`src/rtl/axil_pkg.sv`:
```
// rtl/axil_pkg.sv - shared AXI4-Lite response codes, write strobe and command-master FSM states
package axil_pkg;

   localparam logic [1:0] OKAY   = 2'd0;
   localparam logic [1:0] EXOKAY = 2'd1;
   localparam logic [1:0] SLVERR = 2'd2;
   localparam logic [1:0] DECERR = 2'd3;

   localparam logic [3:0] WSTRB_ALL = 4'hF;

   typedef enum logic [2:0] {
      IDLE         = 3'd0,
      WR_ADDR_DATA = 3'd1,
      WR_RESP      = 3'd2,
      RD_ADDR      = 3'd3,
      RD_DATA      = 3'd4,
      RESP         = 3'd5
   } axil_state_t;

   // States in which the transaction is waiting on the bus and the stall counter runs
   function automatic logic state_is_busy(input axil_state_t s);
      return (s == WR_ADDR_DATA) || (s == WR_RESP) || (s == RD_ADDR) || (s == RD_DATA);
   endfunction

endpackage

```
`src/rtl/axil_cmd_master.sv`:
```
// rtl/axil_cmd_master.sv - AXI4-Lite master turning a command stream into single write/read
// transactions with one response per command; all outputs registered.
module axil_cmd_master
   import axil_pkg::*;
#(
   parameter int unsigned TIMEOUT_CYCLES = 1024,
   parameter logic [2:0]  AXI_PROT       = 3'b000
) (
   input  logic        clk,
   input  logic        resetn,

   input  logic        cmd_valid,
   output logic        cmd_ready,
   input  logic        cmd_write,
   input  logic [31:0] cmd_addr,
   input  logic [31:0] cmd_wdata,

   output logic        rsp_valid,
   input  logic        rsp_ready,
   output logic        rsp_write,
   output logic [31:0] rsp_rdata,
   output logic [1:0]  rsp_resp,

   output logic        stall,

   output logic [31:0] M_AXI_AWADDR,
   output logic        M_AXI_AWVALID,
   input  logic        M_AXI_AWREADY,
   output logic [2:0]  M_AXI_AWPROT,

   output logic [31:0] M_AXI_WDATA,
   output logic [3:0]  M_AXI_WSTRB,
   output logic        M_AXI_WVALID,
   input  logic        M_AXI_WREADY,

   input  logic [1:0]  M_AXI_BRESP,
   input  logic        M_AXI_BVALID,
   output logic        M_AXI_BREADY,

   output logic [31:0] M_AXI_ARADDR,
   output logic        M_AXI_ARVALID,
   input  logic        M_AXI_ARREADY,
   output logic [2:0]  M_AXI_ARPROT,

   input  logic [31:0] M_AXI_RDATA,
   input  logic [1:0]  M_AXI_RRESP,
   input  logic        M_AXI_RVALID,
   output logic        M_AXI_RREADY
);

   axil_state_t state, state_n;

   logic        cmd_ready_n;
   logic        rsp_valid_n;
   logic        rsp_write_n;
   logic [31:0] rsp_rdata_n;
   logic [1:0]  rsp_resp_n;
   logic        awvalid_n;
   logic        wvalid_n;
   logic        bready_n;
   logic        arvalid_n;
   logic        rready_n;
   logic [31:0] awaddr_n;
   logic [31:0] wdata_n;
   logic [31:0] araddr_n;
   logic [31:0] wait_cnt, wait_cnt_n;
   logic        stall_n;
   logic        accept;
   logic        aw_done;
   logic        w_done;

   assign accept  = cmd_valid & cmd_ready;
   // A channel is finished once its VALID is already low or is being accepted this cycle
   assign aw_done = ~M_AXI_AWVALID | M_AXI_AWREADY;
   assign w_done  = ~M_AXI_WVALID  | M_AXI_WREADY;

   assign M_AXI_WSTRB  = WSTRB_ALL;
   assign M_AXI_AWPROT = AXI_PROT;
   assign M_AXI_ARPROT = AXI_PROT;

   always_comb begin
      state_n     = state;
      cmd_ready_n = cmd_ready;
      rsp_valid_n = rsp_valid;
      rsp_write_n = rsp_write;
      rsp_rdata_n = rsp_rdata;
      rsp_resp_n  = rsp_resp;
      awvalid_n   = M_AXI_AWVALID;
      wvalid_n    = M_AXI_WVALID;
      bready_n    = M_AXI_BREADY;
      arvalid_n   = M_AXI_ARVALID;
      rready_n    = M_AXI_RREADY;
      awaddr_n    = M_AXI_AWADDR;
      wdata_n     = M_AXI_WDATA;
      araddr_n    = M_AXI_ARADDR;

      case (state)
         IDLE: begin
            cmd_ready_n = 1'b1;
            if (accept) begin
               cmd_ready_n = 1'b0;
               rsp_write_n = cmd_write;
               if (cmd_addr[1:0] != 2'b00) begin
                  rsp_valid_n = 1'b1;
                  rsp_resp_n  = SLVERR;
                  rsp_rdata_n = 32'd0;
                  state_n     = RESP;
               end else if (cmd_write) begin
                  awvalid_n = 1'b1;
                  wvalid_n  = 1'b1;
                  awaddr_n  = cmd_addr;
                  wdata_n   = cmd_wdata;
                  state_n   = WR_ADDR_DATA;
               end else begin
                  arvalid_n = 1'b1;
                  araddr_n  = cmd_addr;
                  state_n   = RD_ADDR;
               end
            end
         end
         WR_ADDR_DATA: begin
            if (M_AXI_AWVALID && M_AXI_AWREADY) awvalid_n = 1'b0;
            if (M_AXI_WVALID && M_AXI_WREADY)   wvalid_n  = 1'b0;
            if (aw_done && w_done) begin
               bready_n = 1'b1;
               state_n  = WR_RESP;
            end
         end
         WR_RESP: begin
            if (M_AXI_BVALID && M_AXI_BREADY) begin
               bready_n    = 1'b0;
               rsp_resp_n  = M_AXI_BRESP;
               rsp_rdata_n = 32'd0;
               rsp_valid_n = 1'b1;
               state_n     = RESP;
            end
         end
         RD_ADDR: begin
            if (M_AXI_ARVALID && M_AXI_ARREADY) begin
               arvalid_n = 1'b0;
               rready_n  = 1'b1;
               state_n   = RD_DATA;
            end
         end
         RD_DATA: begin
            if (M_AXI_RVALID && M_AXI_RREADY) begin
               rready_n    = 1'b0;
               rsp_rdata_n = M_AXI_RDATA;
               rsp_resp_n  = M_AXI_RRESP;
               rsp_valid_n = 1'b1;
               state_n     = RESP;
            end
         end
         RESP: begin
            if (rsp_valid && rsp_ready) begin
               rsp_valid_n = 1'b0;
               cmd_ready_n = 1'b1;
               state_n     = IDLE;
            end
         end
         default: begin
            state_n = IDLE;
         end
      endcase
   end

   // Saturating wait counter; stall is judged against the state being entered so it
   // drops on the same edge that rsp_valid rises
   always_comb begin
      wait_cnt_n = wait_cnt;
      if (state == IDLE && accept) begin
         wait_cnt_n = 32'd0;
      end else if (state_is_busy(state) && wait_cnt != 32'hFFFF_FFFF) begin
         wait_cnt_n = wait_cnt + 32'd1;
      end
      stall_n = (TIMEOUT_CYCLES != 0) && state_is_busy(state_n) && (wait_cnt_n >= TIMEOUT_CYCLES);
   end

   always_ff @(posedge clk) begin
      if (!resetn) begin
         state         <= IDLE;
         cmd_ready     <= 1'b0;
         rsp_valid     <= 1'b0;
         rsp_write     <= 1'b0;
         rsp_rdata     <= 32'd0;
         rsp_resp      <= 2'd0;
         stall         <= 1'b0;
         wait_cnt      <= 32'd0;
         M_AXI_AWVALID <= 1'b0;
         M_AXI_WVALID  <= 1'b0;
         M_AXI_BREADY  <= 1'b0;
         M_AXI_ARVALID <= 1'b0;
         M_AXI_RREADY  <= 1'b0;
         M_AXI_AWADDR  <= 32'd0;
         M_AXI_WDATA   <= 32'd0;
         M_AXI_ARADDR  <= 32'd0;
      end else begin
         state         <= state_n;
         cmd_ready     <= cmd_ready_n;
         rsp_valid     <= rsp_valid_n;
         rsp_write     <= rsp_write_n;
         rsp_rdata     <= rsp_rdata_n;
         rsp_resp      <= rsp_resp_n;
         stall         <= stall_n;
         wait_cnt      <= wait_cnt_n;
         M_AXI_AWVALID <= awvalid_n;
         M_AXI_WVALID  <= wvalid_n;
         M_AXI_BREADY  <= bready_n;
         M_AXI_ARVALID <= arvalid_n;
         M_AXI_RREADY  <= rready_n;
         M_AXI_AWADDR  <= awaddr_n;
         M_AXI_WDATA   <= wdata_n;
         M_AXI_ARADDR  <= araddr_n;
      end
   end

endmodule

```
`config.mk`:
```
export PLATFORM = sky130hd
export DESIGN_NAME = axil_cmd_master
export DESIGN_NICKNAME = d
export VERILOG_FILES = /design/src/rtl/axil_pkg.sv /design/src/rtl/axil_cmd_master.sv
export SDC_FILE = /design/constraint.sdc
export NUM_CORES = 1
export LEC_CHECK = 0
export CORE_ASPECT_RATIO = 1.25
export CORE_MARGIN = 5
export CORE_UTILIZATION = 45
export DETAILED_ROUTE_END_ITERATION = 12
export PLACE_DENSITY = 0.88
export SLEW_MARGIN = 30
export SYNTH_ARGS = -nofsm -noshare
export SYNTH_HDL_FRONTEND = slang
export SYNTH_SLANG_ARGS = --single-unit
```
`constraint.sdc`:
```
create_clock -name clk -period 3 [get_ports clk]
set_input_delay 0.6 -clock clk [delete_from_list [all_inputs] [get_ports clk]]
set_output_delay 0.6 -clock clk [all_outputs]
set_load 0.1 [all_outputs]
```
==> summary.txt, run 1 <==
CTS
  • H-tree depth: 4
  • CTS clk-pin slew, worst paths: approximately 0.060 ns
  • Clock sink total: ~170
  • Clock Tree Buf Depth: 2
  • Hold buffer count at CTS: 0
  • Total CTS buffers: 17
  • Root buf cell: clkbuf_16
  • TritonCTS clock tree: built
  • Clock latency at the later pin of the worst-skew pair: between 0.4 and 0.5 ns

Timing
  • Setup TNS: 0 ns
  • Max-slew violations: 0
  • Skew final: 0.00989 ns
  • Final period util: 0.918
  • Min Tclk post-route: approximately 2.8 ns
  • Max Clk Rate: between 300 and 400 MHz
  • Rel. slew slack: 0.654
  • Final setup violation count: 0
  • Setup ws final: around 0.25 ns
  • Worst-Margin Slew: ~0.51 ns
  • Unrepaired setup endpoints after global routing: false
  • Endpoints failing hold: 0

GRT
  • M1 GR Usage: 0.243
  • Gr busiest metal: met2
  • Global-route wire length before repair: 34.6 mm
  • Vias in the first global route: 6819
  • Routing usage on met3: 0.0918
  • Largest net degree at the start of global routing: 63
  • Global router's overall resource usage: 0.222
  • Met2 Use GR: 0.366
  • Total gr overflow: 0
  • Initial antenna violation count: 0

Floorplanning
  • Initial core utilization: 0.455
  • Die Y: between 150 and 200 um
  • Rows: between 50 and 60
  • Die area: roughly 19000 um^2
  • CORE AREA: 16100 um^2
  • I/O pins: between 200 and 300
  • Die W: around 120 um

Job
  • Max-cap violations: 0

Drt
  • Starting DRT DRC Count: roughly 300
  • Routed length per instance: 16.3 um
  • ANT nets after route: 0
  • Final wirelength: between 20 and 25 mm
  • Vias per std cell: approximately 5.2
  • Post-route DRC: 0
  • Via Count: 6877
  • 1st-pass router iterations: 5

Finish
  • Layout fillers: between 1000 and 1500
  • Synth-to-Final Area Change: 39.8%
  • Nets: 1209
  • Area occupied by multi-input gates: around 3600 um^2
  • Antenna diodes: 0
  • Ratio of cells with drive above 1 in the final layout: 0.193
  • Reg area: roughly 3500 um^2

Pwr
  • Worst vdd ir: 0.394 mV
  • P per Cell Area: 531 nW/um^2
  • Leakage: ~3.9 nW

Critical path
  • Critical Path Source Type: flop
  • CP Capture Type: flop
  • CP Launch Point: state[1]
  • CP required: ~3.3 ns
  • Reg2Reg Launch Point: state[1]
  • CP arrival: 3.07 ns
  • Crit path max fanout: 11
  • Critical path type: reg2reg

Yosys
  • Post-synth ARST share: 0
  • EDFF count, synth: 0
  • Register area share after synthesis: 0.474
  • Prevailing post-synth register cell: dfxtp_1
  • Synthesized flop and latch total: approximately 170
  • Mapped cell area: about 7300 um^2
  • Post-synth cell types: 56
  • Syn Inst Count: ~880
  • Syn avg cell area: between 8 and 9 um^2
  • Number of synthesis warnings: 0

Place
  • Dpl hpwl: approximately 16 mm
  • Gpl congestion: between 0.9 and 1
  • DP Worst Slack: around 0.14 ns
  • I/O Buffers: between 200 and 250

Outcome
  • Status: complete, no violations

Worst hold path
  • Worst hold start: M_AXI_ARADDR[23]
  • Worst hold path class: reg2reg
## final timing paths
path                       to  slack (ns)  cells after the start
max                     stall        0.25                      8
min          M_AXI_ARADDR[23]        0.46                      2
max reg2reg             stall        0.25                      8
min reg2reg  M_AXI_ARADDR[23]        0.46                      2
## registers in the layout (all words and copies together), names as in the netlist
name           count
rsp_resp           2
rsp_valid          1
M_AXI_WVALID       1
M_AXI_ARVALID      1
M_AXI_RREADY       1
rsp_rdata         32
wait_cnt          32
M_AXI_AWVALID      1
state              3
cmd_ready          1
M_AXI_BREADY       1
M_AXI_WDATA       32
stall              1
M_AXI_AWADDR      32
rsp_write          1
M_AXI_ARADDR      32
## power by group
group / internal [mW] / switching [mW]
sequential: 2.36 / 0.0406
clock: 1.31 / 0.914
combinational: 0.285 / 0.554
## per-stage QoR
step | cells | util | total power [mW] | cell area [um^2] | hold slack, ns
2_1_floorplan | 883 | - | 2.99 | 7380 | 0.467
3_3_place_gp | 1295 | 0.599 | 3.28 | 9670 | 0.440
3_5_place_dp | 1295 | 0.599 | 3.28 | 9670 | 0.447
4_1_cts | 1326 | 0.636 | 5.50 | 10300 | 0.456
5_1_grt | 1326 | 0.637 | 5.64 | 10300 | 0.468
6_report | 1326 | 0.637 | 5.46 | 10300 | 0.456
## worst max-delay path, stage by stage (launching register included)
cell and delay (ns):
dfxtp_1 0.42, o21a_4 0.25, or4_4 0.56, or4_4 0.47
xor2_1 0.20, nand3_1 0.11, nor4b_1 0.35, a31o_1 0.23
a21oi_2 0.06
## final cells by class
class,instances,share of cell area
multi-input combinational,630,0.348
sequential,174,0.339
timing repair buffer,266,0.226
clock buffer,22,0.0471
tap,216,0.0263
clock inverter,9,0.0107
inverter,9,0.00329
## timing repair
action / CTS / global route
resized for setup: 0 / 3
buffers inserted: 0 / 0
setup endpoints to repair: 0 / 1
## cell usage after synthesis (all sizes together), types with 2 or more instances
cell type    n  area, um^2
nor4b        3        26.3
nand3b       3        22.5
o22ai        2        12.5
inv          9        33.8
conb         2        7.51
or3          4        25.0
mux2i        5        50.1
nor4         8        77.6
and3        12        76.3
or4          4        33.8
nand4       12        93.8
nor3b        6        45.0
buf         16         111
or2          3        18.8
nor2b        6        37.5
nand2b       2        12.5
and4         3        26.3
o21ai        5        25.0
nand3       48         240
a31o         2        17.5
xor2        15         131
nor3        10        71.3
a21oi        8        43.8
clkbuf      54         203
a31oi        2        12.5
o21a         2        22.5
nor2        48         180
and2         2        12.5
a21boi     130         976
nand2      242         908
xnor2       20         175
dfxtp      174        3480
o221a        2        22.5
o211a        3        30.0
## logic make-up (layout without fill, tap and decap cells)
group,after synthesis,in the layout,share of synthesized area
simple gates,416,416,0.260
flops,174,174,0.474
compound gates,163,163,0.168
buf+inv,79,306,0.0473
xor+xnor,35,35,0.0417
mux,5,5,0.00681
other cells,2,10,0.00102
fa+ha+maj,1,1,0.00170
## metal layers
| metal | up-vias | wire length, um |
|---|---|---|
| li1 | 3344 | - |
| met1 | 3213 | 8260 |
| met2 | 253 | 10400 |
| met3 | 67 | 1990 |
| met4 | 0 | 930 |
| met5 | - | 0 |
## cell usage in the layout (no fill, tap or decap), drive strengths merged, types with 5 or more instances in the layout
cell type      netlist  routed
mux2i                5       5
conb                 2      10
and3                12      12
dfxtp              174     174
nor3b                6       6
clkbuf              54      22
nor2b                6       6
xnor2               20      20
a21boi             130     130
xor2                15      15
nor4                 8       8
clkdlybuf4s50        0     108
o21ai                5       5
a21oi                8       8
nand2              242     242
nand3               48      48
buf                 16     158
nand4               12      12
nor3                10      10
inv                  9       9
nor2                48      48
Power figures use the tool's default switching activity.
==> run 2: changes to the inputs <==
--- a/config.mk
+++ b/config.mk
@@ -5,6 +5,7 @@
 export SDC_FILE = /design/constraint.sdc
 export NUM_CORES = 1
 export LEC_CHECK = 0
+export CAP_MARGIN = 10
 export CORE_ASPECT_RATIO = 1.25
 export CORE_MARGIN = 5
 export CORE_UTILIZATION = 45
==> results of run 2 <==
Final layout, timing and power as in run 1 (identical DEF).
